--- src/rtl/mp_icache_ctrl_slave_pkg.sv ---
// Shared types and helpers for the icache control-bus responder.
//   state_e   : flush sequencer states
//   mode_e    : which kind of flush the sequencer is serving
//   set_index : extract the tag-array set index from a byte address
package mp_icache_ctrl_pkg;

  typedef enum logic [2:0] {
    ST_IDLE,
    ST_DRAIN,
    ST_WALK,
    ST_SEL_INV,
    ST_ACK
  } state_e;

  typedef enum logic {
    MODE_FULL,
    MODE_SEL
  } mode_e;

  // Set index = addr[offset_w +: set_w], returned zero-extended to 32 bits.
  function automatic logic [31:0] set_index(input logic [31:0] addr,
                                            input int          offset_w,
                                            input int          set_w);
    logic [31:0] mask;
    mask = (32'd1 << set_w) - 32'd1;
    return (addr >> offset_w) & mask;
  endfunction

endpackage

--- src/rtl/mp_icache_ctrl_slave_if.sv ---
// Control bus between the icache controller (master) and the cache-side
// responder (slave). Signal names carry the slave's point of view.
//   bypass_req_i / bypass_ack_o          : bypass level and per-unit state
//   flush_req_i / flush_ack_o            : 4-phase full flush
//   sel_flush_req_i/_addr_i / _ack_o     : 4-phase selective flush
//   ctrl_clear_regs_i / ctrl_enable_regs_i : counter control
//   global_*_count_o / bank_*_count_o    : performance counters
interface mp_icache_ctrl_slave_if #(
  parameter int NB_CORES = 4
);
  logic                     bypass_req_i;
  logic [NB_CORES:0]        bypass_ack_o;
  logic                     flush_req_i;
  logic                     flush_ack_o;
  logic                     sel_flush_req_i;
  logic [31:0]              sel_flush_addr_i;
  logic                     sel_flush_ack_o;
  logic                     ctrl_clear_regs_i;
  logic                     ctrl_enable_regs_i;
  logic [31:0]              global_hit_count_o;
  logic [31:0]              global_trans_count_o;
  logic [31:0]              global_miss_count_o;
  logic [NB_CORES-1:0][31:0] bank_hit_count_o;
  logic [NB_CORES-1:0][31:0] bank_trans_count_o;
  logic [NB_CORES-1:0][31:0] bank_miss_count_o;

  modport master (
    output bypass_req_i, flush_req_i, sel_flush_req_i, sel_flush_addr_i,
           ctrl_clear_regs_i, ctrl_enable_regs_i,
    input  bypass_ack_o, flush_ack_o, sel_flush_ack_o,
           global_hit_count_o, global_trans_count_o, global_miss_count_o,
           bank_hit_count_o, bank_trans_count_o, bank_miss_count_o
  );

  modport slave (
    input  bypass_req_i, flush_req_i, sel_flush_req_i, sel_flush_addr_i,
           ctrl_clear_regs_i, ctrl_enable_regs_i,
    output bypass_ack_o, flush_ack_o, sel_flush_ack_o,
           global_hit_count_o, global_trans_count_o, global_miss_count_o,
           bank_hit_count_o, bank_trans_count_o, bank_miss_count_o
  );
endinterface

--- src/rtl/mp_icache_ctrl_slave_perf_ctr.sv ---
// Saturating performance counter.
//   clk_i, rst_i : clock, synchronous active-high reset
//   clear_i      : zero the counter (wins over increment)
//   enable_i     : allow counting
//   inc_i        : amount to add this cycle
//   count_o      : registered count, sticks at all-ones
module icache_perf_ctr #(
  parameter int WIDTH = 32,
  parameter int INC_W = 1
) (
  input  logic             clk_i,
  input  logic             rst_i,
  input  logic             clear_i,
  input  logic             enable_i,
  input  logic [INC_W-1:0] inc_i,
  output logic [WIDTH-1:0] count_o
);

  logic [WIDTH-1:0] count_q, count_d;
  logic [WIDTH:0]   sum;

  // One extra bit catches the carry that signals saturation.
  assign sum = {1'b0, count_q} + {{(WIDTH + 1 - INC_W){1'b0}}, inc_i};

  always_comb begin
    count_d = count_q;
    if (clear_i) begin
      count_d = '0;
    end else if (enable_i) begin
      count_d = sum[WIDTH] ? {WIDTH{1'b1}} : sum[WIDTH-1:0];
    end
  end

  always_ff @(posedge clk_i) begin
    if (rst_i) count_q <= '0;
    else       count_q <= count_d;
  end

  assign count_o = count_q;

endmodule

--- src/rtl/mp_icache_ctrl_slave.sv ---
// Cache-side responder of the multi-port icache control bus.
//   clk_i, rst_i       : clock, synchronous active-high reset
//   bus (slave)        : bypass / flush / selective flush / counter bus
//   core_idle_i        : per fetch port, no outstanding access
//   refill_idle_i      : refill unit idle
//   bank_*_i           : per-bank hit/miss/transaction event pulses
//   bypass_en_o        : bypass mode applied to each core and the refill unit
//   fetch_stall_o      : blocks new lookups while invalidations run
//   tag_inv_req_o/_set_o/_gnt_i : tag-array set invalidation handshake
module mp_icache_ctrl_slave
  import mp_icache_ctrl_pkg::*;
#(
  parameter int  NB_CORES = 4,
  parameter int  NB_SETS  = 32,
  parameter int  OFFSET_W = 4,
  localparam int SET_ID_W = $clog2(NB_SETS)
) (
  input  logic                  clk_i,
  input  logic                  rst_i,
  mp_icache_ctrl_slave_if.slave bus,
  input  logic [NB_CORES-1:0]   core_idle_i,
  input  logic                  refill_idle_i,
  input  logic [NB_CORES-1:0]   bank_hit_i,
  input  logic [NB_CORES-1:0]   bank_miss_i,
  input  logic [NB_CORES-1:0]   bank_trans_i,
  output logic [NB_CORES:0]     bypass_en_o,
  output logic                  fetch_stall_o,
  output logic                  tag_inv_req_o,
  output logic [SET_ID_W-1:0]   tag_inv_set_o,
  input  logic                  tag_inv_gnt_i
);

  localparam int POP_W = $clog2(NB_CORES + 1);

  // ---------------------------------------------------------------- bypass
  // Each unit only switches mode while it has nothing in flight.
  logic [NB_CORES:0] unit_idle;
  logic [NB_CORES:0] bypass_en_q, bypass_en_d;

  assign unit_idle = {refill_idle_i, core_idle_i};

  for (genvar gi = 0; gi <= NB_CORES; gi++) begin : g_bypass
    assign bypass_en_d[gi] = unit_idle[gi] ? bus.bypass_req_i : bypass_en_q[gi];
  end

  always_ff @(posedge clk_i) begin
    if (rst_i) bypass_en_q <= '0;
    else       bypass_en_q <= bypass_en_d;
  end

  assign bypass_en_o      = bypass_en_q;
  assign bus.bypass_ack_o = bypass_en_q;

  // ------------------------------------------------------- flush sequencer
  state_e              state_q, state_d;
  mode_e               mode_q, mode_d;
  logic [SET_ID_W-1:0] set_cnt_q, set_cnt_d;
  logic [SET_ID_W-1:0] sel_set_q, sel_set_d;
  logic                flush_ack_q, flush_ack_d;
  logic                sel_ack_q, sel_ack_d;
  logic                all_idle;

  assign all_idle = (&core_idle_i) && refill_idle_i;

  always_comb begin
    state_d       = state_q;
    mode_d        = mode_q;
    set_cnt_d     = set_cnt_q;
    sel_set_d     = sel_set_q;
    fetch_stall_o = 1'b0;
    tag_inv_req_o = 1'b0;
    tag_inv_set_o = '0;

    case (state_q)
      ST_IDLE: begin
        // Full flush wins; a simultaneous selective request stays pending
        // as a level and is picked up on the next visit to IDLE.
        if (bus.flush_req_i) begin
          mode_d    = MODE_FULL;
          set_cnt_d = '0;
          state_d   = ST_DRAIN;
        end else if (bus.sel_flush_req_i) begin
          mode_d    = MODE_SEL;
          sel_set_d = SET_ID_W'(set_index(bus.sel_flush_addr_i, OFFSET_W, SET_ID_W));
          state_d   = ST_DRAIN;
        end
      end
      ST_DRAIN: begin
        fetch_stall_o = 1'b1;
        if (all_idle) state_d = (mode_q == MODE_FULL) ? ST_WALK : ST_SEL_INV;
      end
      ST_WALK: begin
        fetch_stall_o = 1'b1;
        tag_inv_req_o = 1'b1;
        tag_inv_set_o = set_cnt_q;
        if (tag_inv_gnt_i) begin
          if (set_cnt_q == SET_ID_W'(NB_SETS - 1)) state_d = ST_ACK;
          else set_cnt_d = set_cnt_q + 1'b1;
        end
      end
      ST_SEL_INV: begin
        fetch_stall_o = 1'b1;
        tag_inv_req_o = 1'b1;
        tag_inv_set_o = sel_set_q;
        if (tag_inv_gnt_i) state_d = ST_ACK;
      end
      ST_ACK: begin
        // Leave only once the ack has been seen and the request released.
        if (mode_q == MODE_FULL) begin
          if (flush_ack_q && !bus.flush_req_i) state_d = ST_IDLE;
        end else begin
          if (sel_ack_q && !bus.sel_flush_req_i) state_d = ST_IDLE;
        end
      end
      default: state_d = ST_IDLE;
    endcase

    // Ack is registered: it rises one cycle into ACK and falls on the edge
    // that leaves ACK, i.e. the cycle after the request drops.
    flush_ack_d = (state_q == ST_ACK) && (state_d == ST_ACK) && (mode_q == MODE_FULL);
    sel_ack_d   = (state_q == ST_ACK) && (state_d == ST_ACK) && (mode_q == MODE_SEL);
  end

  always_ff @(posedge clk_i) begin
    if (rst_i) begin
      state_q     <= ST_IDLE;
      mode_q      <= MODE_FULL;
      set_cnt_q   <= '0;
      sel_set_q   <= '0;
      flush_ack_q <= 1'b0;
      sel_ack_q   <= 1'b0;
    end else begin
      state_q     <= state_d;
      mode_q      <= mode_d;
      set_cnt_q   <= set_cnt_d;
      sel_set_q   <= sel_set_d;
      flush_ack_q <= flush_ack_d;
      sel_ack_q   <= sel_ack_d;
    end
  end

  assign bus.flush_ack_o     = flush_ack_q;
  assign bus.sel_flush_ack_o = sel_ack_q;

  // -------------------------------------------------------------- counters
  logic [POP_W-1:0] hit_pop, miss_pop, trans_pop;

  always_comb begin
    hit_pop   = '0;
    miss_pop  = '0;
    trans_pop = '0;
    for (int i = 0; i < NB_CORES; i++) begin
      hit_pop   = hit_pop   + POP_W'(bank_hit_i[i]);
      miss_pop  = miss_pop  + POP_W'(bank_miss_i[i]);
      trans_pop = trans_pop + POP_W'(bank_trans_i[i]);
    end
  end

  logic [31:0]               glb_hit_cnt, glb_miss_cnt, glb_trans_cnt;
  logic [NB_CORES-1:0][31:0] bank_hit_cnt, bank_miss_cnt, bank_trans_cnt;

  icache_perf_ctr #(.WIDTH(32), .INC_W(POP_W)) u_glb_hit (
    .clk_i, .rst_i, .clear_i(bus.ctrl_clear_regs_i), .enable_i(bus.ctrl_enable_regs_i),
    .inc_i(hit_pop), .count_o(glb_hit_cnt));
  icache_perf_ctr #(.WIDTH(32), .INC_W(POP_W)) u_glb_miss (
    .clk_i, .rst_i, .clear_i(bus.ctrl_clear_regs_i), .enable_i(bus.ctrl_enable_regs_i),
    .inc_i(miss_pop), .count_o(glb_miss_cnt));
  icache_perf_ctr #(.WIDTH(32), .INC_W(POP_W)) u_glb_trans (
    .clk_i, .rst_i, .clear_i(bus.ctrl_clear_regs_i), .enable_i(bus.ctrl_enable_regs_i),
    .inc_i(trans_pop), .count_o(glb_trans_cnt));

  for (genvar gi = 0; gi < NB_CORES; gi++) begin : g_bank
    icache_perf_ctr #(.WIDTH(32), .INC_W(1)) u_hit (
      .clk_i, .rst_i, .clear_i(bus.ctrl_clear_regs_i), .enable_i(bus.ctrl_enable_regs_i),
      .inc_i(bank_hit_i[gi]), .count_o(bank_hit_cnt[gi]));
    icache_perf_ctr #(.WIDTH(32), .INC_W(1)) u_miss (
      .clk_i, .rst_i, .clear_i(bus.ctrl_clear_regs_i), .enable_i(bus.ctrl_enable_regs_i),
      .inc_i(bank_miss_i[gi]), .count_o(bank_miss_cnt[gi]));
    icache_perf_ctr #(.WIDTH(32), .INC_W(1)) u_trans (
      .clk_i, .rst_i, .clear_i(bus.ctrl_clear_regs_i), .enable_i(bus.ctrl_enable_regs_i),
      .inc_i(bank_trans_i[gi]), .count_o(bank_trans_cnt[gi]));
  end

  assign bus.global_hit_count_o   = glb_hit_cnt;
  assign bus.global_miss_count_o  = glb_miss_cnt;
  assign bus.global_trans_count_o = glb_trans_cnt;
  assign bus.bank_hit_count_o     = bank_hit_cnt;
  assign bus.bank_miss_count_o    = bank_miss_cnt;
  assign bus.bank_trans_count_o   = bank_trans_cnt;

endmodule

--- src/flat_wrapper.sv ---
// flat-port wrapper written by rule: the top's interface ports become plain ports
module mp_icache_ctrl_slave_flat import mp_icache_ctrl_pkg::*;
#(
  parameter int  NB_CORES = 4,
  parameter int  NB_SETS  = 32,
  parameter int  OFFSET_W = 4,
  localparam int SET_ID_W = $clog2(NB_SETS)
)
  (clk_i, rst_i, core_idle_i, refill_idle_i, bank_hit_i, bank_miss_i, bank_trans_i, bypass_en_o, fetch_stall_o, tag_inv_req_o, tag_inv_set_o, tag_inv_gnt_i, bus_bypass_req_i, bus_flush_req_i, bus_sel_flush_req_i, bus_sel_flush_addr_i, bus_ctrl_clear_regs_i, bus_ctrl_enable_regs_i, bus_bypass_ack_o, bus_flush_ack_o, bus_sel_flush_ack_o, bus_global_hit_count_o, bus_global_trans_count_o, bus_global_miss_count_o, bus_bank_hit_count_o, bus_bank_trans_count_o, bus_bank_miss_count_o);
  mp_icache_ctrl_slave_if #(.NB_CORES(NB_CORES)) bus_i ();
  input  logic clk_i;
  input  logic rst_i;
  input  logic [NB_CORES-1:0] core_idle_i;
  input  logic refill_idle_i;
  input  logic [NB_CORES-1:0] bank_hit_i;
  input  logic [NB_CORES-1:0] bank_miss_i;
  input  logic [NB_CORES-1:0] bank_trans_i;
  output logic [NB_CORES:0] bypass_en_o;
  output logic fetch_stall_o;
  output logic tag_inv_req_o;
  output logic [SET_ID_W-1:0] tag_inv_set_o;
  input  logic tag_inv_gnt_i;
  input wire logic [$bits(bus_i.bypass_req_i)-1:0] bus_bypass_req_i;
  input wire logic [$bits(bus_i.flush_req_i)-1:0] bus_flush_req_i;
  input wire logic [$bits(bus_i.sel_flush_req_i)-1:0] bus_sel_flush_req_i;
  input wire logic [$bits(bus_i.sel_flush_addr_i)-1:0] bus_sel_flush_addr_i;
  input wire logic [$bits(bus_i.ctrl_clear_regs_i)-1:0] bus_ctrl_clear_regs_i;
  input wire logic [$bits(bus_i.ctrl_enable_regs_i)-1:0] bus_ctrl_enable_regs_i;
  output wire logic [$bits(bus_i.bypass_ack_o)-1:0] bus_bypass_ack_o;
  output wire logic [$bits(bus_i.flush_ack_o)-1:0] bus_flush_ack_o;
  output wire logic [$bits(bus_i.sel_flush_ack_o)-1:0] bus_sel_flush_ack_o;
  output wire logic [$bits(bus_i.global_hit_count_o)-1:0] bus_global_hit_count_o;
  output wire logic [$bits(bus_i.global_trans_count_o)-1:0] bus_global_trans_count_o;
  output wire logic [$bits(bus_i.global_miss_count_o)-1:0] bus_global_miss_count_o;
  output wire logic [$bits(bus_i.bank_hit_count_o)-1:0] bus_bank_hit_count_o;
  output wire logic [$bits(bus_i.bank_trans_count_o)-1:0] bus_bank_trans_count_o;
  output wire logic [$bits(bus_i.bank_miss_count_o)-1:0] bus_bank_miss_count_o;
  assign bus_i.bypass_req_i = bus_bypass_req_i;
  assign bus_i.flush_req_i = bus_flush_req_i;
  assign bus_i.sel_flush_req_i = bus_sel_flush_req_i;
  assign bus_i.sel_flush_addr_i = bus_sel_flush_addr_i;
  assign bus_i.ctrl_clear_regs_i = bus_ctrl_clear_regs_i;
  assign bus_i.ctrl_enable_regs_i = bus_ctrl_enable_regs_i;
  assign bus_bypass_ack_o = bus_i.bypass_ack_o;
  assign bus_flush_ack_o = bus_i.flush_ack_o;
  assign bus_sel_flush_ack_o = bus_i.sel_flush_ack_o;
  assign bus_global_hit_count_o = bus_i.global_hit_count_o;
  assign bus_global_trans_count_o = bus_i.global_trans_count_o;
  assign bus_global_miss_count_o = bus_i.global_miss_count_o;
  assign bus_bank_hit_count_o = bus_i.bank_hit_count_o;
  assign bus_bank_trans_count_o = bus_i.bank_trans_count_o;
  assign bus_bank_miss_count_o = bus_i.bank_miss_count_o;
  mp_icache_ctrl_slave #(.NB_CORES(NB_CORES), .NB_SETS(NB_SETS), .OFFSET_W(OFFSET_W)) u_core (.clk_i(clk_i), .rst_i(rst_i), .bus(bus_i), .core_idle_i(core_idle_i), .refill_idle_i(refill_idle_i), .bank_hit_i(bank_hit_i), .bank_miss_i(bank_miss_i), .bank_trans_i(bank_trans_i), .bypass_en_o(bypass_en_o), .fetch_stall_o(fetch_stall_o), .tag_inv_req_o(tag_inv_req_o), .tag_inv_set_o(tag_inv_set_o), .tag_inv_gnt_i(tag_inv_gnt_i));
endmodule
--- config.mk ---
export PLATFORM = sky130hd
export DESIGN_NAME = mp_icache_ctrl_slave_flat
export DESIGN_NICKNAME = d
export VERILOG_FILES = /design/src/rtl/mp_icache_ctrl_slave_pkg.sv /design/src/rtl/mp_icache_ctrl_slave_if.sv /design/src/rtl/mp_icache_ctrl_slave_perf_ctr.sv /design/src/rtl/mp_icache_ctrl_slave.sv /design/src/flat_wrapper.sv
export SDC_FILE = /design/constraint.sdc
export NUM_CORES = 1
export LEC_CHECK = 0
export ABC_AREA = 1
export BUFFER_PORTS_ARGS = -buffer_cell sky130_fd_sc_hd__buf_2
export CORE_MARGIN = 2
export CORE_UTILIZATION = 35
export CTS_CLUSTER_DIAMETER = 80
export CTS_CLUSTER_SIZE = 12
export DETAILED_ROUTE_END_ITERATION = 6
export PLACE_DENSITY = 0.59
export REMOVE_ABC_BUFFERS = 1
export SLEW_MARGIN = 10
export SYNTH_ARGS = -nofsm -noshare
export SYNTH_HDL_FRONTEND = slang
export SYNTH_HIERARCHICAL = 1
export SYNTH_SLANG_ARGS = --single-unit
--- constraint.sdc ---
create_clock -name clk_i -period 2.87 [get_ports clk_i]
set_input_delay 0.574 -clock clk_i [delete_from_list [all_inputs] [get_ports clk_i]]
set_output_delay 0.574 -clock clk_i [all_outputs]
set_load 0.03 [all_outputs]
After elaboration in Yosys (flattened, before gate mapping)
Cells that the tools add are included.
- reduce and logical (&&, ||, !) cells: 18
- add/sub/neg operators: 25
- mux-type cells: 35
- equality and inequality tests: 9
- bitwise logic cells: 2
- operators with widths (cell ; number):
    $mux W32 ; 15
    $add A32 B1 Y33 ; 12
    $add A32 B3 Y33 ; 3
    $mux W3 ; 9
    $pmux W5 S2 ; 2
    $add A3 B1 Y3 ; 6
    $mux W5 ; 3
    $pmux W3 S5 ; 1
    $reduce_and A4 Y1 ; 2
    $add A1 B1 Y2 ; 3
    $eq A3 B2 Y1 const B ; 2
    $eq A3 B3 Y1 const B ; 2
    $logic_and A1 B1 Y1 ; 6
    $ne A2 B2 Y1 const B ; 3
    $add A5 B1 Y5 const B ; 1
    $eq A5 B5 Y1 const B ; 1
    $mux W1 ; 5
    $reduce_bool A2 Y1 ; 2
    $reduce_or A2 Y1 ; 2
    $eq A3 B1 Y1 const B ; 1
    $logic_not A3 Y1 ; 1
    $reduce_and A3 Y1 ; 1
    $reduce_or A3 Y1 ; 1
    $logic_not A1 Y1 ; 2
    other kinds (2) ; 3
- logic and storage cells: 115
- bits of input ports: 57
- flip-flop bits (word level): 501
- output and inout port bits: 499

Longest topological paths before layout
Gate-level depths: netlist of run 1.
- depth after elaboration: 8
- gate-level depth with buffers: 17
- mapped depth without buffers: 17

By module
The synthesis of run 1 kept the hierarchy.
- modules (own cells, without submodules) (module ; times used ; area an instance (µm²) ; seq. area each (µm²) ; cells an instance):
    icache_perf_ctr at u_core.g_bank[0].u_hit ... ; 12 ; 1921.8 ; 640.6 ; 290
    icache_perf_ctr at u_core.u_glb_hit ... ; 3 ; 2053.2 ; 640.6 ; 312
    mp_icache_ctrl_slave ; 1 ; 1266.2 ; 420.4 ; 172

Worst setup path before layout of run 1
OpenSTA, ideal clock, no wires.
- path kind: in2reg
- start: in bank_hit_i[0]
- end: reg u_core.u_glb_hit.count_q[24] (netlist: u_core/u_glb_hit/count_o[24])
- setup time: 0.113 ns
- path buffers: 1
- stages: 15
- arrival: 2.880 ns
- slack: -0.123 ns
- data required time: 2.757 ns
- path through: inv_1 fa_1 inv_1 ha_1 ha_1 fa_1 nand2_1 nand2_1 nand3_4 nor2_8 nand4_4 buf_6 nand2_1 o21ai_1 inv_1
- cells in the longest elaborated chain, start to end: 5
- RTL lines (item ; line ; text):
    from (decl) ; flat_wrapper.sv:15 ; input logic [NB_CORES-1:0] bank_hit_i;
    $add A1 B1 Y2 ; mp_icache_ctrl_slave.sv:153 ; hit_pop = hit_pop + POP_W'(bank_hit_i[i]);
    $add A3 B1 Y3 (2 in a row) ; mp_icache_ctrl_slave.sv:153 ;
    named net u_core.hit_pop[1] ; mp_icache_ctrl_slave.sv:146 ; logic [POP_W-1:0] hit_pop, miss_pop, trans_pop;
    $add A32 B3 Y33 ; mp_icache_ctrl_slave_perf_ctr.sv:23 ; assign sum = {1'b0, count_q} + {{(WIDTH + 1 - INC_W){1'b0}}, inc_i};
    $mux W32 ; mp_icache_ctrl_slave_perf_ctr.sv:30 ; count_d = sum[WIDTH] ? {WIDTH{1'b1}} : sum[WIDTH-1:0];
    to (signal assigned) ; mp_icache_ctrl_slave_perf_ctr.sv:36 ; else count_q <= count_d;
    to (decl) ; mp_icache_ctrl_slave_perf_ctr.sv:19 ; logic [WIDTH-1:0] count_q, count_d;
The timed path passes the listed nets, and every way through them passes these cells.
A chain may end at the register's enable or synchronous reset.

Worst setup path after layout of run 1
Ends and elaborated chain as after synthesis.

==> results of run 1 <==
[worst max-delay path: cells and delay by family]
| kind | cells | cell delay, ns |
|---|---|---|
| buffers and inverters | 4 | 0.37 |
| AND/OR/NAND/NOR | 6 | 0.69 |
| adder cells (fa/ha/maj) | 4 | 1.46 |
| AO/OA/AOI/OAI | 1 | 0.13 |
[routing by layer]
layer  vias to the layer above  wire (microns)  GRT usage
met5                         -               0          0
met3                       143            6460     0.0450
met1                     14180           44800      0.281
met4                         0            2870     0.0635
li1                      15759               -          -
met2                       788           47400      0.361
[cells by family (layout without fill, tap and decap cells)]
group	count (synthesis)	after routing	synth area share
AO/OA/AOI/OAI	394	394	0.0782
XOR/XNOR	138	138	0.0396
adder cells (fa/ha/maj)	47	47	0.0208
buffers and inverters	687	1278	0.0947
flip-flops	501	501	0.329
multiplexers	15	15	0.00492
other	0	3	0
AND/OR/NAND/NOR	2806	2809	0.433
[flip-flops by register name, indices dropped and copies added, names as in the netlist]
| name | count |
|---|---|
| u_core/u_glb_trans/count_o | 32 |
| u_core/state_q | 3 |
| u_core/u_glb_hit/count_o | 32 |
| u_core/mode_q | 1 |
| u_core/g_bank.u_miss/count_o | 128 |
| u_core/u_glb_miss/count_o | 32 |
| u_core/bus.sel_flush_ack_o | 1 |
| u_core/g_bank.u_trans/count_o | 128 |
| u_core/sel_set_q | 5 |
| u_core/g_bank.u_hit/count_o | 128 |
| u_core/bus.flush_ack_o | 1 |
| u_core/set_cnt_q | 5 |
| u_core/bus.bypass_ack_o | 5 |
[through the flow]
stage / setup TNS, ns / cells / utilization
final: 0 / 6340 / 0.418
after detailed placement: -50.96 / 6266 / 0.401
after floorplan: -8.03 / 4490 / -
after CTS: 0 / 6334 / 0.417
after global routing: 0 / 6338 / 0.418
after global placement: -47.93 / 6266 / 0.401
[cell type report]
| class | instances | share of cell area |
|---|---|---|
| Inverter | 589 | 0.0612 |
| Clock inverter | 6 | 0.00118 |
| Clock buffer | 61 | 0.0380 |
| Sequential cell | 501 | 0.277 |
| Antenna cell | 3 | 0.000207 |
| Multi-Input combinational cell | 3403 | 0.488 |
| Tap cell | 1155 | 0.0399 |
| Timing Repair Buffer | 622 | 0.0945 |
[power by group through the flow]
stage	clock, uW	sequential [uW]	combinational [uW]
finish	6230	7010	635
global route	6700	7010	700
CTS	6460	7010	639
detailed placement	0	7170	635
global placement	0	7170	629
floorplan	0	7210	257
[worst paths after layout]
path | to | slack (ns) | from
worst max-delay path | u_core/u_glb_hit/count_o[24] | 0.13 | bank_hit_i[0]
worst min-delay path | u_core/bus.bypass_ack_o[2] | 0.17 | core_idle_i[2]
worst min register to register | u_core/g_bank[1].u_hit/count_o[31] | 0.48 | u_core/g_bank[1].u_hit/count_o[31]
worst max register to register | u_core/u_glb_miss/count_o[8] | 0.90 | u_core/u_glb_miss/count_o[0]
[cell usage in the layout (no fill, tap or decap), types with 15 or more instances in the layout]
master / netlist / final
a21oi_1: 167 / 167
a21oi_2: 72 / 72
a31oi_1: 75 / 75
buf_2: 25 / 527
buf_4: 5 / 89
clkbuf_16: 0 / 53
dfxtp_1: 501 / 501
ha_1: 41 / 40
inv_1: 583 / 581
mux2i_1: 15 / 15
nand2_1: 1336 / 1331
nand2_2: 22 / 27
nand2_4: 16 / 16
nand3_1: 377 / 377
nand3_2: 42 / 42
nand3b_1: 81 / 81
nand4_1: 101 / 101
nor2_1: 572 / 572
nor2_2: 65 / 64
nor2_4: 29 / 30
nor2_8: 15 / 15
nor3_1: 59 / 59
o21ai_0: 43 / 42
o21ai_1: 21 / 22
or2_2: 51 / 51
xnor2_1: 93 / 93
xor2_1: 45 / 45
[repair_timing]
item / CTS / global route
cloned: 1 / 2
resized for setup: 0 / 13
setup buffers: 0 / 1
pin swaps: 0 / 3
setup endpoints to repair: 2 / 69
==> results.md, run 1 <==
* Startpoint types: input port
* Internal power at 10500 uW
* Ranking of synthesized cells by area: dfxtp_1 33%, nand2_1 16%, inv_1 7.2%
* DR vias/cell at 4.87
* CP Max Fanout at 10
* Cell variety after synth at 43
* Most frequent cells after synthesis: 1336 x nand2_1, 583 x inv_1, 572 x nor2_1
* Register Area at 10000 sq um
* Sw frac at 0.242
* Grt ovf at 0
* Final Wtd Congestion at 0.913
* Crit-path cells: buf_2 > inv_1 > fa_2 > inv_1 > ha_1 > ha_1 > fa_1 > nand2_1 > nand2_1 > nand3_4 > nor2_8 > nand4_2 > nand2_1 > o21ai_1 > inv_1
* Die ar. at 89500 sq um
* Main flop type after synthesis: dfxtp_1
* CTS sink cnt at 501
* Drt first pass iters at 6
* Clk slew on worst S/H paths at 0.06 ns
* Worst Hold Margin at 0.173 ns
* Clock Root Buffer: clkbuf_16
* GRT Total Usage at 0.216
* Worst slew pin tran at 0.730 ns
* Register share of total power at 0.505
* Cts bufs inserted at 50
* Fin crit period at 2.74 ns
* Synth area leader: dfxtp_1
* Core area at 86500 sq um
* PortBufs at 528
* Post-synthesis cell count at 4588
* Initial antenna violation count at 2
* Htree depth at 2
* CTS tree: done
* Dpl ws at -0.651 ns
* Slowest cell on crit path: fa_2
* Hold Vio Cnt, Final at 0
* WP data arrival at 3.24 ns
* Core Rows at 108
* Worst min-delay path class: in -> reg
* DR DRC count at 0
* Hpwl dp at 77500 microns
* Unrepaired setup endpoints after global routing: no
* Leak pwr at 0.0166 uW
* Logic pwr share at 0.046
* Period utilisation layout at 0.956
* Hold depth at 2
* Worst skew pair latency at 0.59 ns
* Final setup viols at 0
* Largest net degree at the start of global routing at 38
* FFs w/ async S/R, synth at 0
* EDFF count, synth at 0
* Post-DRT Antenna Nets at 0
* FILL cells at 9275
* Final Slew Violations at 0
* Routed wire per std cell at 16.0 microns
* FMAX at 365 MHz
* Avg Cell Area, Syn at 6.65 sq um
* Slowest stage delay, CP at 0.56 ns
* Final wirelength at 101000 microns
* Initial DRC Count at 2106
* Clock buffer depth at 3
* Depth of the worst register-to-register path at 9
* Post-synthesis sequential area ratio at 0.329
* Synth Cell Area at 30500 sq um
* Synth top area share at 0.329
* Tot Pwr at 13900 uW
* Nets at 5271
* Yosys warns at 6
* Status: finished, final reports clean
* Peak supply drop at 0.287 mV
* Die width at 299 microns
* Relative slew slack at 0.513
* I/O pin cnt at 556
* CP endpoint kind: register
* Switch Pwr at 3360 uW
* Skew final at 0.0172 ns
* Max_cap viols at 0
* Layout area overhead at 18.7%
* Clock Power Share at 0.449
* Placement Cell Area at 34700 sq um
* Hold Buf Count CTS at 0
* PD cells at 384 nW/um^2
* Post-route setup slack at 0.128 ns
* Fraction of layout cells with a size suffix above 1 at 0.199
* Post-route cell area at 36200 sq um
* DR vias at 30870
* Most frequent cell after synthesis: nand2_1
* Worst Path Required at 3.36 ns
* Vias in the first global route at 28023
* Area of the multi-input gates at 17700 sq um
* Critical path type: in -> reg
* Global-route wire length before repair at 157000 microns
* Die height at 299 microns
* #FFs+latches synth at 501
* Initial Util at 0.353
(Power assumes the default switching activity.)
==> inputs of run 2 (changes only) <==
--- a/config.mk
+++ b/config.mk
@@ -12,7 +12,7 @@
 export CTS_CLUSTER_DIAMETER = 80
 export CTS_CLUSTER_SIZE = 12
 export DETAILED_ROUTE_END_ITERATION = 6
-export PLACE_DENSITY = 0.59
+export PLACE_DENSITY = 0.57
 export REMOVE_ABC_BUFFERS = 1
 export SLEW_MARGIN = 10
 export SYNTH_ARGS = -nofsm -noshare
==> constraint.sdc (replaced) <==
create_clock -name clk_i -period 3.3 [get_ports clk_i]
set_input_delay 0.66 -clock clk_i [delete_from_list [all_inputs] [get_ports clk_i]]
set_output_delay 0.66 -clock clk_i [all_outputs]
set_load 0.03 [all_outputs]
==> run 2 against run 1 <==
Sequential power down 13%. Non-clock buffer count decreased by 5. Final cell count fell by 0.19%. Via count shrank 0.17%. Utilization decreased by 0.12 points. Combinational power is 15% lower. Final area decreased by 0.29%. Register-to-register slack improved by 0.38 ns. Highest routed layer is now met5. Worst setup slack gained 0.21 ns. Wire length is 0.53% higher.
==> results.md, run 2 (synthesis gave the netlist of run 1 again) <==
* Post-route setup slack at 0.335 ns
* Final Slew Violations at 0
* CTS tree: done
* Grt ovf at 0
* Largest net degree at the start of global routing at 38
* PortBufs at 528
* Status: finished, final reports clean
* Most frequent cells in the layout: 1336 x nand2_1, 583 x inv_1, 572 x nor2_1, 527 x buf_2, 501 x dfxtp_1
* Die ar. at 89500 sq um
* Relative slew slack at 0.383
* Die height at 299 microns
* Worst Hold Margin at 0.265 ns
* Post-route cell area at 36100 sq um
* Leak pwr at 0.0166 uW
* Fraction of layout cells with a size suffix above 1 at 0.196
* Finished Layout Cells at 6328
* I/O pin cnt at 556
* Final Wtd Congestion at 0.912
* Peak supply drop at 0.318 mV
* Hold Buf Count CTS at 0
* Post-CTS Resized at 0
* Startpoint types: input port
* Clk slew on worst S/H paths at 0.07 ns
* Met3 wire len at 5790 microns
* Layout area overhead at 18.3%
* Core Rows at 108
* Initial Util at 0.353
* Placed insts at 6262
* CTS sink cnt at 501
* Placement Cell Area at 34700 sq um
* Global-route wire length before repair at 158000 microns
* Met1 WL at 46300 microns
* Leading cell type in the layout, fill and taps excluded: nand2_1
* Max_cap viols at 0
* Worst min-delay path class: in -> reg
* Final setup viols at 0
* DR vias at 30818
* Worst slew pin tran at 0.923 ns
* Clock Root Buffer: clkbuf_16
* PD cells at 335 nW/um^2
* Unrepaired setup endpoints after global routing: no
* Post-DRT Antenna Nets at 0
* FMAX at 337 MHz
* Clock buffer depth at 3
* WP data arrival at 3.48 ns
* Skew final at 0.0120 ns
* Hold Vio Cnt, Final at 0
* DR DRC count at 0
* Hpwl dp at 78000 microns
* CP Max Fanout at 21
* Dpl ws at -0.321 ns
* Htree depth at 2
* Vias in the first global route at 27891
* Initial DRC Count at 2146
* Period utilisation layout at 0.898
* Drt first pass iters at 7
* Fin crit period at 2.96 ns
* Die width at 299 microns
* Core area at 86500 sq um
* Setup Buffers After CTS at 0
* Critical path type: in -> reg
* Worst Path Required at 3.82 ns
* Nets at 5263
* Initial antenna violation count at 4
* Final wirelength at 102000 microns
* Top sig layer: met5
* WL met2 at 46500 microns
* Post-route setup TNS at 0 ns
* Worst skew pair latency at 0.60 ns
* Cts bufs inserted at 50
* Routed wire per std cell at 16.1 microns
* DR vias/cell at 4.87
* CP endpoint kind: register
* GRT Total Usage at 0.219
-- run 2: routing by layer --
metal | GRT usage | vias to the layer above
met1 | 0.294 | 14103
met5 | 0 | -
met2 | 0.359 | 842
met3 | 0.0355 | 153
li1 | - | 15718
met4 | 0.0708 | 2
-- run 2: worst paths after layout --
| check | start | endpoint | slack (ns) | depth (start not counted) |
|---|---|---|---|---|
| max | bank_hit_i[0] | u_core/u_glb_hit/count_o[8] | 0.34 | 14 |
| min | core_idle_i[1] | u_core/bus.bypass_ack_o[1] | 0.27 | 2 |
| max reg2reg | u_core/u_glb_hit/count_o[0] | u_core/u_glb_hit/count_o[8] | 1.28 | 9 |
| min reg2reg | u_core/g_bank[3].u_miss/count_o[31] | u_core/g_bank[3].u_miss/count_o[31] | 0.47 | 2 |
-- run 2: final cells by class --
| type | count | area, sq um |
|---|---|---|
| antenna | 3 | 7.51 |
| clock inverter | 6 | 45.0 |
| fill | 9317 | 50400 |
| inverter | 589 | 2210 |
| multi-input combinational | 3400 | 17600 |
| timing repair buffer | 617 | 3410 |
| sequential | 501 | 10000 |
| clock buffer | 57 | 1360 |
| tap | 1155 | 1450 |
-- run 2: critical path, cell delays in order --
cell and delay, ns:
buf_2 0.13, inv_1 0.09, fa_1 0.63, inv_1 0.07, ha_1 0.18, ha_1 0.32
fa_1 0.21, nand2_1 0.06, nand2_1 0.14, nand3_4 0.12, nor2_8 0.12, nand4_4 0.31
buf_4 0.30, a21oi_1 0.14
-- run 2: metrics by stage --
stage / util / power, uW
floorplan: - / 6490
global placement: 0.401 / 6780
detailed placement: 0.401 / 6780
CTS: 0.417 / 12300
global route: 0.417 / 12600
finish: 0.417 / 12100
-- run 2: where the power goes --
part           leakage [uW]  switching [uW]  internal, uW
Clock              0.000689            2550          2890
Combinational        0.0119             375           162
Sequential          0.00404            26.9          6070
